==> src/rtl/cpu_pkg.sv <==
// Shared CPU definitions: datapath sizes and ALU operation codes.
package cpu_pkg;

  localparam int WIDTH   = 32;
  localparam int REGBITS = 5;

  typedef enum logic [3:0] {
    ALU_OR  = 4'b0000,
    ALU_AND = 4'b0001,
    ALU_ADD = 4'b0010,
    ALU_XOR = 4'b0100,
    ALU_SUB = 4'b0110,
    ALU_SLT = 4'b0111
  } aluop_e;

  // A bubble carries a harmless ADD so the ALU never sees an undefined op.
  localparam logic [3:0] BUBBLE_ALUOP = ALU_ADD;

endpackage

==> src/rtl/id_ex_stage_if.sv <==
// ID/EX stage bus: decoded ID fields, forwarding sources and EX outputs.
interface id_ex_stage_if #(
  parameter int WIDTH   = cpu_pkg::WIDTH,
  parameter int REGBITS = cpu_pkg::REGBITS
);
  logic               id_valid;
  logic [REGBITS-1:0] id_rs;
  logic [REGBITS-1:0] id_rt;
  logic [REGBITS-1:0] id_rd;
  logic [WIDTH-1:0]   id_rdata_a;
  logic [WIDTH-1:0]   id_rdata_b;
  logic [WIDTH-1:0]   id_imm;
  logic               id_alusrc;
  logic [3:0]         id_aluop;
  logic               id_regwrite;
  logic               id_memread;
  logic               id_memwrite;
  logic               stall;
  logic               flush;
  logic               exmem_regwrite;
  logic [REGBITS-1:0] exmem_rd;
  logic [WIDTH-1:0]   exmem_result;
  logic               memwb_regwrite;
  logic [REGBITS-1:0] memwb_rd;
  logic [WIDTH-1:0]   memwb_result;
  logic               ex_valid;
  logic [WIDTH-1:0]   regA;
  logic [WIDTH-1:0]   regB;
  logic [3:0]         aluoperation;
  logic [WIDTH-1:0]   ex_store_data;
  logic [REGBITS-1:0] ex_rd;
  logic               ex_regwrite;
  logic               ex_memread;
  logic               ex_memwrite;
  logic               load_use;

  modport master (
    output id_valid, id_rs, id_rt, id_rd, id_rdata_a, id_rdata_b, id_imm,
           id_alusrc, id_aluop, id_regwrite, id_memread, id_memwrite,
           stall, flush, exmem_regwrite, exmem_rd, exmem_result,
           memwb_regwrite, memwb_rd, memwb_result,
    input  ex_valid, regA, regB, aluoperation, ex_store_data, ex_rd,
           ex_regwrite, ex_memread, ex_memwrite, load_use
  );

  modport slave (
    input  id_valid, id_rs, id_rt, id_rd, id_rdata_a, id_rdata_b, id_imm,
           id_alusrc, id_aluop, id_regwrite, id_memread, id_memwrite,
           stall, flush, exmem_regwrite, exmem_rd, exmem_result,
           memwb_regwrite, memwb_rd, memwb_result,
    output ex_valid, regA, regB, aluoperation, ex_store_data, ex_rd,
           ex_regwrite, ex_memread, ex_memwrite, load_use
  );
endinterface

==> src/rtl/fwd_mux.sv <==
// Two-source priority forwarding mux; EX/MEM beats MEM/WB, r0 never forwards.
module fwd_mux #(
  parameter int WIDTH   = cpu_pkg::WIDTH,
  parameter int REGBITS = cpu_pkg::REGBITS
) (
  input  logic [REGBITS-1:0] src,
  input  logic [WIDTH-1:0]   data,
  input  logic               exmem_regwrite,
  input  logic [REGBITS-1:0] exmem_rd,
  input  logic [WIDTH-1:0]   exmem_result,
  input  logic               memwb_regwrite,
  input  logic [REGBITS-1:0] memwb_rd,
  input  logic [WIDTH-1:0]   memwb_result,
  output logic [WIDTH-1:0]   value
);

  // Pick the youngest in-flight producer of src, else the registered data.
  always_comb begin
    value = data;
    if (exmem_regwrite && (exmem_rd == src) && (src != '0)) begin
      value = exmem_result;
    end else if (memwb_regwrite && (memwb_rd == src) && (src != '0)) begin
      value = memwb_result;
    end
  end

endmodule

==> src/rtl/id_ex_stage.sv <==
// ID/EX pipeline register with operand forwarding and load-use detection.
module id_ex_stage
  import cpu_pkg::*;
#(
  parameter int WIDTH   = cpu_pkg::WIDTH,
  parameter int REGBITS = cpu_pkg::REGBITS
) (
  input logic          clk,
  input logic          rst_n,
  id_ex_stage_if.slave bus
);

  typedef struct packed {
    logic               valid;
    logic [REGBITS-1:0] rs;
    logic [REGBITS-1:0] rt;
    logic [REGBITS-1:0] rd;
    logic [WIDTH-1:0]   data_a;
    logic [WIDTH-1:0]   data_b;
    logic [WIDTH-1:0]   imm;
    logic               alusrc;
    logic [3:0]         aluop;
    logic               regwrite;
    logic               memread;
    logic               memwrite;
  } ex_reg_t;

  ex_reg_t          ex_q;
  ex_reg_t          ex_nxt;
  ex_reg_t          bubble;
  logic [WIDTH-1:0] fwd_a;
  logic [WIDTH-1:0] fwd_b;
  logic             load_use;

  fwd_mux #(.WIDTH(WIDTH), .REGBITS(REGBITS)) u_fwd_a (
    .src(ex_q.rs), .data(ex_q.data_a),
    .exmem_regwrite(bus.exmem_regwrite), .exmem_rd(bus.exmem_rd),
    .exmem_result(bus.exmem_result),
    .memwb_regwrite(bus.memwb_regwrite), .memwb_rd(bus.memwb_rd),
    .memwb_result(bus.memwb_result),
    .value(fwd_a)
  );

  fwd_mux #(.WIDTH(WIDTH), .REGBITS(REGBITS)) u_fwd_b (
    .src(ex_q.rt), .data(ex_q.data_b),
    .exmem_regwrite(bus.exmem_regwrite), .exmem_rd(bus.exmem_rd),
    .exmem_result(bus.exmem_result),
    .memwb_regwrite(bus.memwb_regwrite), .memwb_rd(bus.memwb_rd),
    .memwb_result(bus.memwb_result),
    .value(fwd_b)
  );

  // Bubble / reset image: everything zero except a benign ADD.
  always_comb begin
    bubble       = '0;
    bubble.aluop = BUBBLE_ALUOP;
  end

  // A load in EX cannot forward yet; rt only matters when it is actually read.
  always_comb begin
    load_use = bus.id_valid && ex_q.valid && ex_q.memread && (ex_q.rd != '0) &&
               ((ex_q.rd == bus.id_rs) ||
                ((ex_q.rd == bus.id_rt) && (!bus.id_alusrc || bus.id_memwrite)));
  end

  // Next contents: flush > stall (refresh forwarded data) > load-use bubble > load.
  always_comb begin
    ex_nxt = ex_q;
    if (bus.flush) begin
      ex_nxt = bubble;
    end else if (bus.stall) begin
      ex_nxt.data_a = fwd_a;
      ex_nxt.data_b = fwd_b;
    end else if (load_use) begin
      ex_nxt = bubble;
    end else begin
      ex_nxt.valid    = bus.id_valid;
      ex_nxt.rs       = bus.id_rs;
      ex_nxt.rt       = bus.id_rt;
      ex_nxt.rd       = bus.id_rd;
      ex_nxt.data_a   = bus.id_rdata_a;
      ex_nxt.data_b   = bus.id_rdata_b;
      ex_nxt.imm      = bus.id_imm;
      ex_nxt.alusrc   = bus.id_alusrc;
      ex_nxt.aluop    = bus.id_aluop;
      ex_nxt.regwrite = bus.id_regwrite;
      ex_nxt.memread  = bus.id_memread;
      ex_nxt.memwrite = bus.id_memwrite;
    end
  end

  // Pipeline register with synchronous active-low reset.
  always_ff @(posedge clk) begin
    if (!rst_n) begin
      ex_q <= bubble;
    end else begin
      ex_q <= ex_nxt;
    end
  end

  assign bus.ex_valid      = ex_q.valid;
  assign bus.regA          = fwd_a;
  assign bus.ex_store_data = fwd_b;
  assign bus.regB          = ex_q.alusrc ? ex_q.imm : fwd_b;
  assign bus.aluoperation  = ex_q.aluop;
  assign bus.ex_rd         = ex_q.rd;
  assign bus.ex_regwrite   = ex_q.regwrite;
  assign bus.ex_memread    = ex_q.memread;
  assign bus.ex_memwrite   = ex_q.memwrite;
  assign bus.load_use      = load_use;

endmodule

==> src/flat_wrapper.sv <==
// flat-port wrapper written by rule: the top's interface ports become plain ports
module id_ex_stage_flat import cpu_pkg::*;
#(
  parameter int WIDTH   = cpu_pkg::WIDTH,
  parameter int REGBITS = cpu_pkg::REGBITS
)
  (clk, rst_n, bus_id_valid, bus_id_rs, bus_id_rt, bus_id_rd, bus_id_rdata_a, bus_id_rdata_b, bus_id_imm, bus_id_alusrc, bus_id_aluop, bus_id_regwrite, bus_id_memread, bus_id_memwrite, bus_stall, bus_flush, bus_exmem_regwrite, bus_exmem_rd, bus_exmem_result, bus_memwb_regwrite, bus_memwb_rd, bus_memwb_result, bus_ex_valid, bus_regA, bus_regB, bus_aluoperation, bus_ex_store_data, bus_ex_rd, bus_ex_regwrite, bus_ex_memread, bus_ex_memwrite, bus_load_use);
  id_ex_stage_if #(.WIDTH(WIDTH), .REGBITS(REGBITS)) bus_i ();
  input logic clk;
  input logic rst_n;
  input wire logic [$bits(bus_i.id_valid)-1:0] bus_id_valid;
  input wire logic [$bits(bus_i.id_rs)-1:0] bus_id_rs;
  input wire logic [$bits(bus_i.id_rt)-1:0] bus_id_rt;
  input wire logic [$bits(bus_i.id_rd)-1:0] bus_id_rd;
  input wire logic [$bits(bus_i.id_rdata_a)-1:0] bus_id_rdata_a;
  input wire logic [$bits(bus_i.id_rdata_b)-1:0] bus_id_rdata_b;
  input wire logic [$bits(bus_i.id_imm)-1:0] bus_id_imm;
  input wire logic [$bits(bus_i.id_alusrc)-1:0] bus_id_alusrc;
  input wire logic [$bits(bus_i.id_aluop)-1:0] bus_id_aluop;
  input wire logic [$bits(bus_i.id_regwrite)-1:0] bus_id_regwrite;
  input wire logic [$bits(bus_i.id_memread)-1:0] bus_id_memread;
  input wire logic [$bits(bus_i.id_memwrite)-1:0] bus_id_memwrite;
  input wire logic [$bits(bus_i.stall)-1:0] bus_stall;
  input wire logic [$bits(bus_i.flush)-1:0] bus_flush;
  input wire logic [$bits(bus_i.exmem_regwrite)-1:0] bus_exmem_regwrite;
  input wire logic [$bits(bus_i.exmem_rd)-1:0] bus_exmem_rd;
  input wire logic [$bits(bus_i.exmem_result)-1:0] bus_exmem_result;
  input wire logic [$bits(bus_i.memwb_regwrite)-1:0] bus_memwb_regwrite;
  input wire logic [$bits(bus_i.memwb_rd)-1:0] bus_memwb_rd;
  input wire logic [$bits(bus_i.memwb_result)-1:0] bus_memwb_result;
  output wire logic [$bits(bus_i.ex_valid)-1:0] bus_ex_valid;
  output wire logic [$bits(bus_i.regA)-1:0] bus_regA;
  output wire logic [$bits(bus_i.regB)-1:0] bus_regB;
  output wire logic [$bits(bus_i.aluoperation)-1:0] bus_aluoperation;
  output wire logic [$bits(bus_i.ex_store_data)-1:0] bus_ex_store_data;
  output wire logic [$bits(bus_i.ex_rd)-1:0] bus_ex_rd;
  output wire logic [$bits(bus_i.ex_regwrite)-1:0] bus_ex_regwrite;
  output wire logic [$bits(bus_i.ex_memread)-1:0] bus_ex_memread;
  output wire logic [$bits(bus_i.ex_memwrite)-1:0] bus_ex_memwrite;
  output wire logic [$bits(bus_i.load_use)-1:0] bus_load_use;
  assign bus_i.id_valid = bus_id_valid;
  assign bus_i.id_rs = bus_id_rs;
  assign bus_i.id_rt = bus_id_rt;
  assign bus_i.id_rd = bus_id_rd;
  assign bus_i.id_rdata_a = bus_id_rdata_a;
  assign bus_i.id_rdata_b = bus_id_rdata_b;
  assign bus_i.id_imm = bus_id_imm;
  assign bus_i.id_alusrc = bus_id_alusrc;
  assign bus_i.id_aluop = bus_id_aluop;
  assign bus_i.id_regwrite = bus_id_regwrite;
  assign bus_i.id_memread = bus_id_memread;
  assign bus_i.id_memwrite = bus_id_memwrite;
  assign bus_i.stall = bus_stall;
  assign bus_i.flush = bus_flush;
  assign bus_i.exmem_regwrite = bus_exmem_regwrite;
  assign bus_i.exmem_rd = bus_exmem_rd;
  assign bus_i.exmem_result = bus_exmem_result;
  assign bus_i.memwb_regwrite = bus_memwb_regwrite;
  assign bus_i.memwb_rd = bus_memwb_rd;
  assign bus_i.memwb_result = bus_memwb_result;
  assign bus_ex_valid = bus_i.ex_valid;
  assign bus_regA = bus_i.regA;
  assign bus_regB = bus_i.regB;
  assign bus_aluoperation = bus_i.aluoperation;
  assign bus_ex_store_data = bus_i.ex_store_data;
  assign bus_ex_rd = bus_i.ex_rd;
  assign bus_ex_regwrite = bus_i.ex_regwrite;
  assign bus_ex_memread = bus_i.ex_memread;
  assign bus_ex_memwrite = bus_i.ex_memwrite;
  assign bus_load_use = bus_i.load_use;
  id_ex_stage #(.WIDTH(WIDTH), .REGBITS(REGBITS)) u_core (.clk(clk), .rst_n(rst_n), .bus(bus_i));
endmodule
==> config.mk <==
export PLATFORM = sky130hd
export DESIGN_NAME = id_ex_stage_flat
export DESIGN_NICKNAME = d
export VERILOG_FILES = /design/src/rtl/cpu_pkg.sv /design/src/rtl/id_ex_stage_if.sv /design/src/rtl/fwd_mux.sv /design/src/rtl/id_ex_stage.sv /design/src/flat_wrapper.sv
export SDC_FILE = /design/constraint.sdc
export NUM_CORES = 1
export LEC_CHECK = 0
export BUFFER_PORTS_ARGS = -buffer_cell sky130_fd_sc_hd__clkbuf_2
export CORE_UTILIZATION = 35
export DETAILED_ROUTE_END_ITERATION = 10
export PLACE_DENSITY = 0.7
export REMOVE_ABC_BUFFERS = 1
export SLEW_MARGIN = 20
export SYNTH_ARGS = -nofsm -noshare
export SYNTH_HDL_FRONTEND = slang
export SYNTH_HIERARCHICAL = 1
export SYNTH_SLANG_ARGS = --single-unit
==> constraint.sdc <==
create_clock -name clk -period 2.2 [get_ports clk]
set_input_delay 0.44 -clock clk [delete_from_list [all_inputs] [get_ports clk]]
set_output_delay 0.44 -clock clk [all_outputs]
set_load 0.005 [all_outputs]
Yosys cells after proc, flatten, opt, wreduce, memory -nomap -nowiden:

Cells that the tools add are included.

* flip-flop bits (word level): 120
* input bits: 200
* output and inout bits: 110
* word-level logic and storage cells: 46

* equality and inequality tests: 6
* multiplexer cells: 7
* bitwise gates (word level): 1
* reduce and logical (&&, ||, !) cells: 20

Operators with widths (number)
* $mux 32: 5
* $mux 120: 1
* $mux 64: 1
* $eq 5x5->1: 6
* $reduce_bool 5->1: 3
* $logic_and 1x1->1: 13
* $logic_or 1x1->1: 2
* $reduce_or 2->1: 1
* $logic_not 1->1: 1
* $not 1->1: 1

Depth between registers and ports, before layout:

* depth in word-level cells: 7
* depth in mapped cells: 8
* mapped depth without buffers: 6

By module:

The synthesis kept the hierarchy.

By module, submodules not included
* id_ex_stage: times used 1, cells each 615, area an instance 5449.0 um^2, sequential area each 2402.3 um^2
* fwd_mux: times used 2, cells each 198, area an instance 1103.6 um^2, sequential area each 0.0 um^2

Worst setup path after synthesis:

Ideal clock, no wire load.

* path kind: reg2out
* from: reg u_core/ex_q[111] (netlist name)
* to: out bus_regB[10]
* arrival time: 1.893 ns
* required time: 1.760 ns
* path slack: -0.133 ns
* cell stages (with the launch flop): 8
* buffers on the path: 2
* path through: dfxtp_1 > or4_4 > o211ai_2 > or2_1 > buf_2 > buf_4 > a31oi_1 > mux2_2

* word-level cells in the longest chain between the ends: 6
* elaborated cells on any way between the ends: 10
* those cells by class: 2 x eq/ne; 3 x mux; 5 x reduce/logical

Ends and longest elaborated chain
* start, declared: RTL line id_ex_stage.sv:28 `ex_reg_t ex_q;`
* start signal, assigned: RTL line id_ex_stage.sv:95 `ex_q <= bubble;`
* start signal, assigned: RTL line id_ex_stage.sv:97 `ex_q <= ex_nxt;`
* $eq 5x5->1: RTL line fwd_mux.sv:22 `end else if (memwb_regwrite && (memwb_rd == src) && (src != '0)) begin`
* $logic_and 1x1->1 (2 in a row): RTL line fwd_mux.sv:22
* $mux 32: RTL line fwd_mux.sv:22
* $mux 32 *: RTL line fwd_mux.sv:20 `if (exmem_regwrite && (exmem_rd == src) && (src != '0)) begin`
* via bus_ex_store_data[10]: RTL line flat_wrapper.sv:35 `output wire logic [$bits(bus_i.ex_store_data)-1:0] bus_ex_store_data;`
* $mux 32 *: RTL line id_ex_stage.sv:104 `assign bus.regB = ex_q.alusrc ? ex_q.imm : fwd_b;`
* end, declared: RTL line flat_wrapper.sv:33 `output wire logic [$bits(bus_i.regB)-1:0] bus_regB;`

Mark *: on every way through the listed nets, which the timed path passes. The rest lies on a longest branch.

Worst setup path in the final report:

* from: reg u_core/ex_q[117] (netlist name)
* to: out bus_regA[17]

* word-level cells in the longest chain between the ends: 5
* elaborated cells on any way between the ends: 9
* those cells by class: 2 x eq/ne; 2 x mux; 5 x reduce/logical

Ends and longest elaborated chain
* $eq 5x5->1: RTL line fwd_mux.sv:22
* $logic_and 1x1->1 (2 in a row): RTL line fwd_mux.sv:22
* $mux 32: RTL line fwd_mux.sv:22
* $mux 32 *: RTL line fwd_mux.sv:20
* end, declared: RTL line flat_wrapper.sv:32 `output wire logic [$bits(bus_i.regA)-1:0] bus_regA;`

Every way passes the cells marked *; elsewhere a longest branch is shown, timed or not.

==> results.yml <==
status:
  status: "finished with violations"
  violations: "negative setup slack"
setup_path:
  cp.buffers_inverters: 4
  cp_cell_sequence: "or4_4, buf_6, o211ai_4, buf_6, or2_4, clkbuf_16, a31oi_4, buf_2"
  crit_arrival_ps: 2500
  cp-end-kind: "primary output"
  criticalPathCategory: "reg -> out"
  path_common_cell: "buf_6"
  r2r_setup_slack_ps: -250
  critPathTopFamily: "simple AND/OR/NAND/NOR gates"
  start_kind: "flop"
  cp_data_required_time_ps: 1760
  critPathMaxFanout: 6
  cpPeakStageDelay_ps: 560
  slowest_stage: "or4_4"
detailed_routing:
  wire_per_inst_um: 19.5
  wl_um: 31800
  via_count: 9432
  vias_per_cell: 5.80
  drtIter0Drc: 686
  drt_pre_antenna_iters: 5
  antenna_left: 0
  route.detailed.drc: 0
cells_and_area:
  nFillCells: 1938
  area_growth_pct: 54.0
  fin_nets: 1538
  final_util: 0.556
  multi_input_area_um2: 5150
  num_antenna_cells: 0
  drive_gt1_frac: 0.428
  fin_cells: 1625
  ff_latch_area_um2: 2410
clocking:
  cts_root_buf: "clkbuf_16"
  clock_latency_ps: 420
  htree_levels: 4
  clockBufferDepth: 2
  clkTransAtPathRegs_ps: 60
  clock_sinks: 120
  cts_tree: "done"
  numCtsBuffers: 17
placement:
  io_buffer_count: 309
  dp_cells: 1572
  post-dp-hpwl_um: 19700
  finalWeightedCongestion: 0.815
grt:
  grt_use_total: 0.255
  grt_pass1_vias: 8497
  grt_overflow: 0
  antenna_found_initial: 0
  grt_max_degree: 121
  grt_pass1_wl_um: 44700
timing:
  min_period_over_period: 1.34
  max_slew.worst_pin.slew_ps: 560
  drv_slew: 0
  hold_violations: 0
  min_period_ps: 2940
  slew_headroom: 0.627
  setup_viol: 131
  fin_skew_ps: 9.83
  fmax_mhz: 340
  rsz0062_at_grt: "yes"
  fin_ws_ps: -745
logic_synthesis:
  synth_area_per_cell_um2: 7.57
  yosysWarnings: 6
  synth_cell_types: 28
  postSynthCellCount: 1011
  synth-seq-cells: 120
  synth-edff-count: 0
  synthFlopType: "dfxtp_1"
  syn_area_um2: 7660
  async_flop_share: 0
  yosysSeqAreaShare: 0.314
die:
  die-area_um2: 22500
  rows: 53
  fp.dieH_um: 150
  coreArea_um2: 21200
  die_w_um: 150
  initial_utilization: 0.361
  io_pins: 310
power_and_ir_drop:
  total_leakage_power_nw: 4.81
  vdd_drop_max_v: 0.000489
  power_density_nw_per_um2: 582
job:
  drv_cap: 0
worst_hold_path:
  min_path_type: "in -> reg"
==> placed cells by master (no fill, tap or decap), types with 6 or more instances in the layout <==
master / n
or3_1: 62
nor3_1: 61
inv_1: 67
o21ai_0: 77
nand2_1: 121
mux2_2: 30
a32oi_1: 115
clkbuf_2: 286
clkbuf_16: 22
a31oi_1: 15
buf_6: 23
xnor2_1: 26
buf_4: 63
dfxtp_2: 6
a31oi_4: 32
buf_2: 21
a31oi_2: 17
dfxtp_1: 114
o21ai_1: 104
buf_12: 27
==> synthesized netlist by cell type, types with 2 or more instances <==
cell	number	area (um^2)
nor2b_1	3	18.8
xnor2_1	30	263
o211ai_4	2	42.5
o21ai_1	30	150
dfxtp_1	120	2400
a32oi_1	120	1050
buf_6	10	113
buf_1	2	7.51
nand4_1	5	31.3
clkbuf_1	77	289
or3_1	64	400
nor3_1	64	320
inv_1	67	251
o21ai_0	154	771
or2_1	2	12.5
buf_4	21	158
buf_2	13	65.1
mux2_2	32	360
or4_4	2	22.5
a31oi_1	64	400
nand2_1	121	454
o211ai_2	2	25.0
==> final timing paths <==
check                         startpoint                     end  cells past startpoint
setup / recovery        u_core/ex_q[117]            bus_regA[17]                      8
setup reg to reg        u_core/ex_q[117]         u_core/ex_q[85]                     11
hold reg to reg   u_core/bus.ex_regwrite  u_core/bus.ex_regwrite                      2
hold / removal            bus_id_imm[14]         u_core/ex_q[22]                      3
==> routing by layer <==
metal,track usage,wire length (um),vias up
li1,-,-,4418
met1,0.313,13000,4488
met2,0.433,15400,455
met3,0.0512,2380,71
met4,0.103,924,0
met5,0,0,-
==> sequential cells by signal, indices dropped and copies added, names as in the netlist <==
signal                   flops
u_core/bus.ex_valid          1
u_core/bus.ex_memread        1
u_core/ex_q                107
u_core/bus.ex_memwrite       1
u_core/bus.ex_regwrite       1
u_core/bus.aluoperation      4
u_core/bus.ex_rd             5
==> tightest hold or removal path, cell delays in order <==
cell and delay, ps:
clkbuf_2 90, nand2_1 50, o21ai_1 50
==> area by class of cell <==
type / instances / share of cell area
multi-input cells: 701 / 0.437
repair buffers: 431 / 0.262
flip-flops and latches: 120 / 0.204
clock buffers: 23 / 0.0405
well taps: 275 / 0.0292
inverters: 67 / 0.0213
clock inverters: 8 / 0.00615
==> kinds of logic (layout without fill, tap and decap cells) <==
logic type                count (synthesis)  in the layout  share of synthesized area
DFF                                     120            120                      0.314
and+or+nand+nor                         264            264                      0.167
muxes                                    32             32                     0.0471
xor gates and xnor gates                 30             30                     0.0343
buffers and inverters                   190            529                      0.115
AOI/OAI and AO/OA                       375            375                      0.322
==> power by group <==
| part | internal [mW] | leakage [nW] | total, mW | switching, mW |
|---|---|---|---|---|
| combinational | 0.875 | 3.56 | 1.78 | 0.909 |
| sequential | 2.32 | 0.989 | 2.38 | 0.0612 |
| clock | 1.63 | 0.265 | 2.70 | 1.07 |
| total | 4.82 | 4.81 | 6.86 | 2.04 |
==> stage by stage <==
stage	instance area (um^2)	setup slack [ps]	TNS, ps	total power, mW	hold slack, ps
after global placement	9980	-327	-22900	3.84	443
final	11800	-745	-67620	6.86	249
after floorplan	7020	-7020	-908730	3.05	430
after global routing	11800	-811	-77750	7.11	248
after CTS	10800	-709	-60510	6.64	237
after detailed placement	9980	-362	-26600	3.87	452
==> what timing repair did <==
action / 4_1_cts / 5_1_grt
pin swaps: 23 / 47
gates resized for setup: 52 / 203
hold endpoints to repair: 0 / 0
hold buffers: 0 / 0
gates cloned: 4 / 6
endpoints found under the setup margin: 102 / 151
setup buffers: 2 / 13
Power figures use the tool's default switching activity.
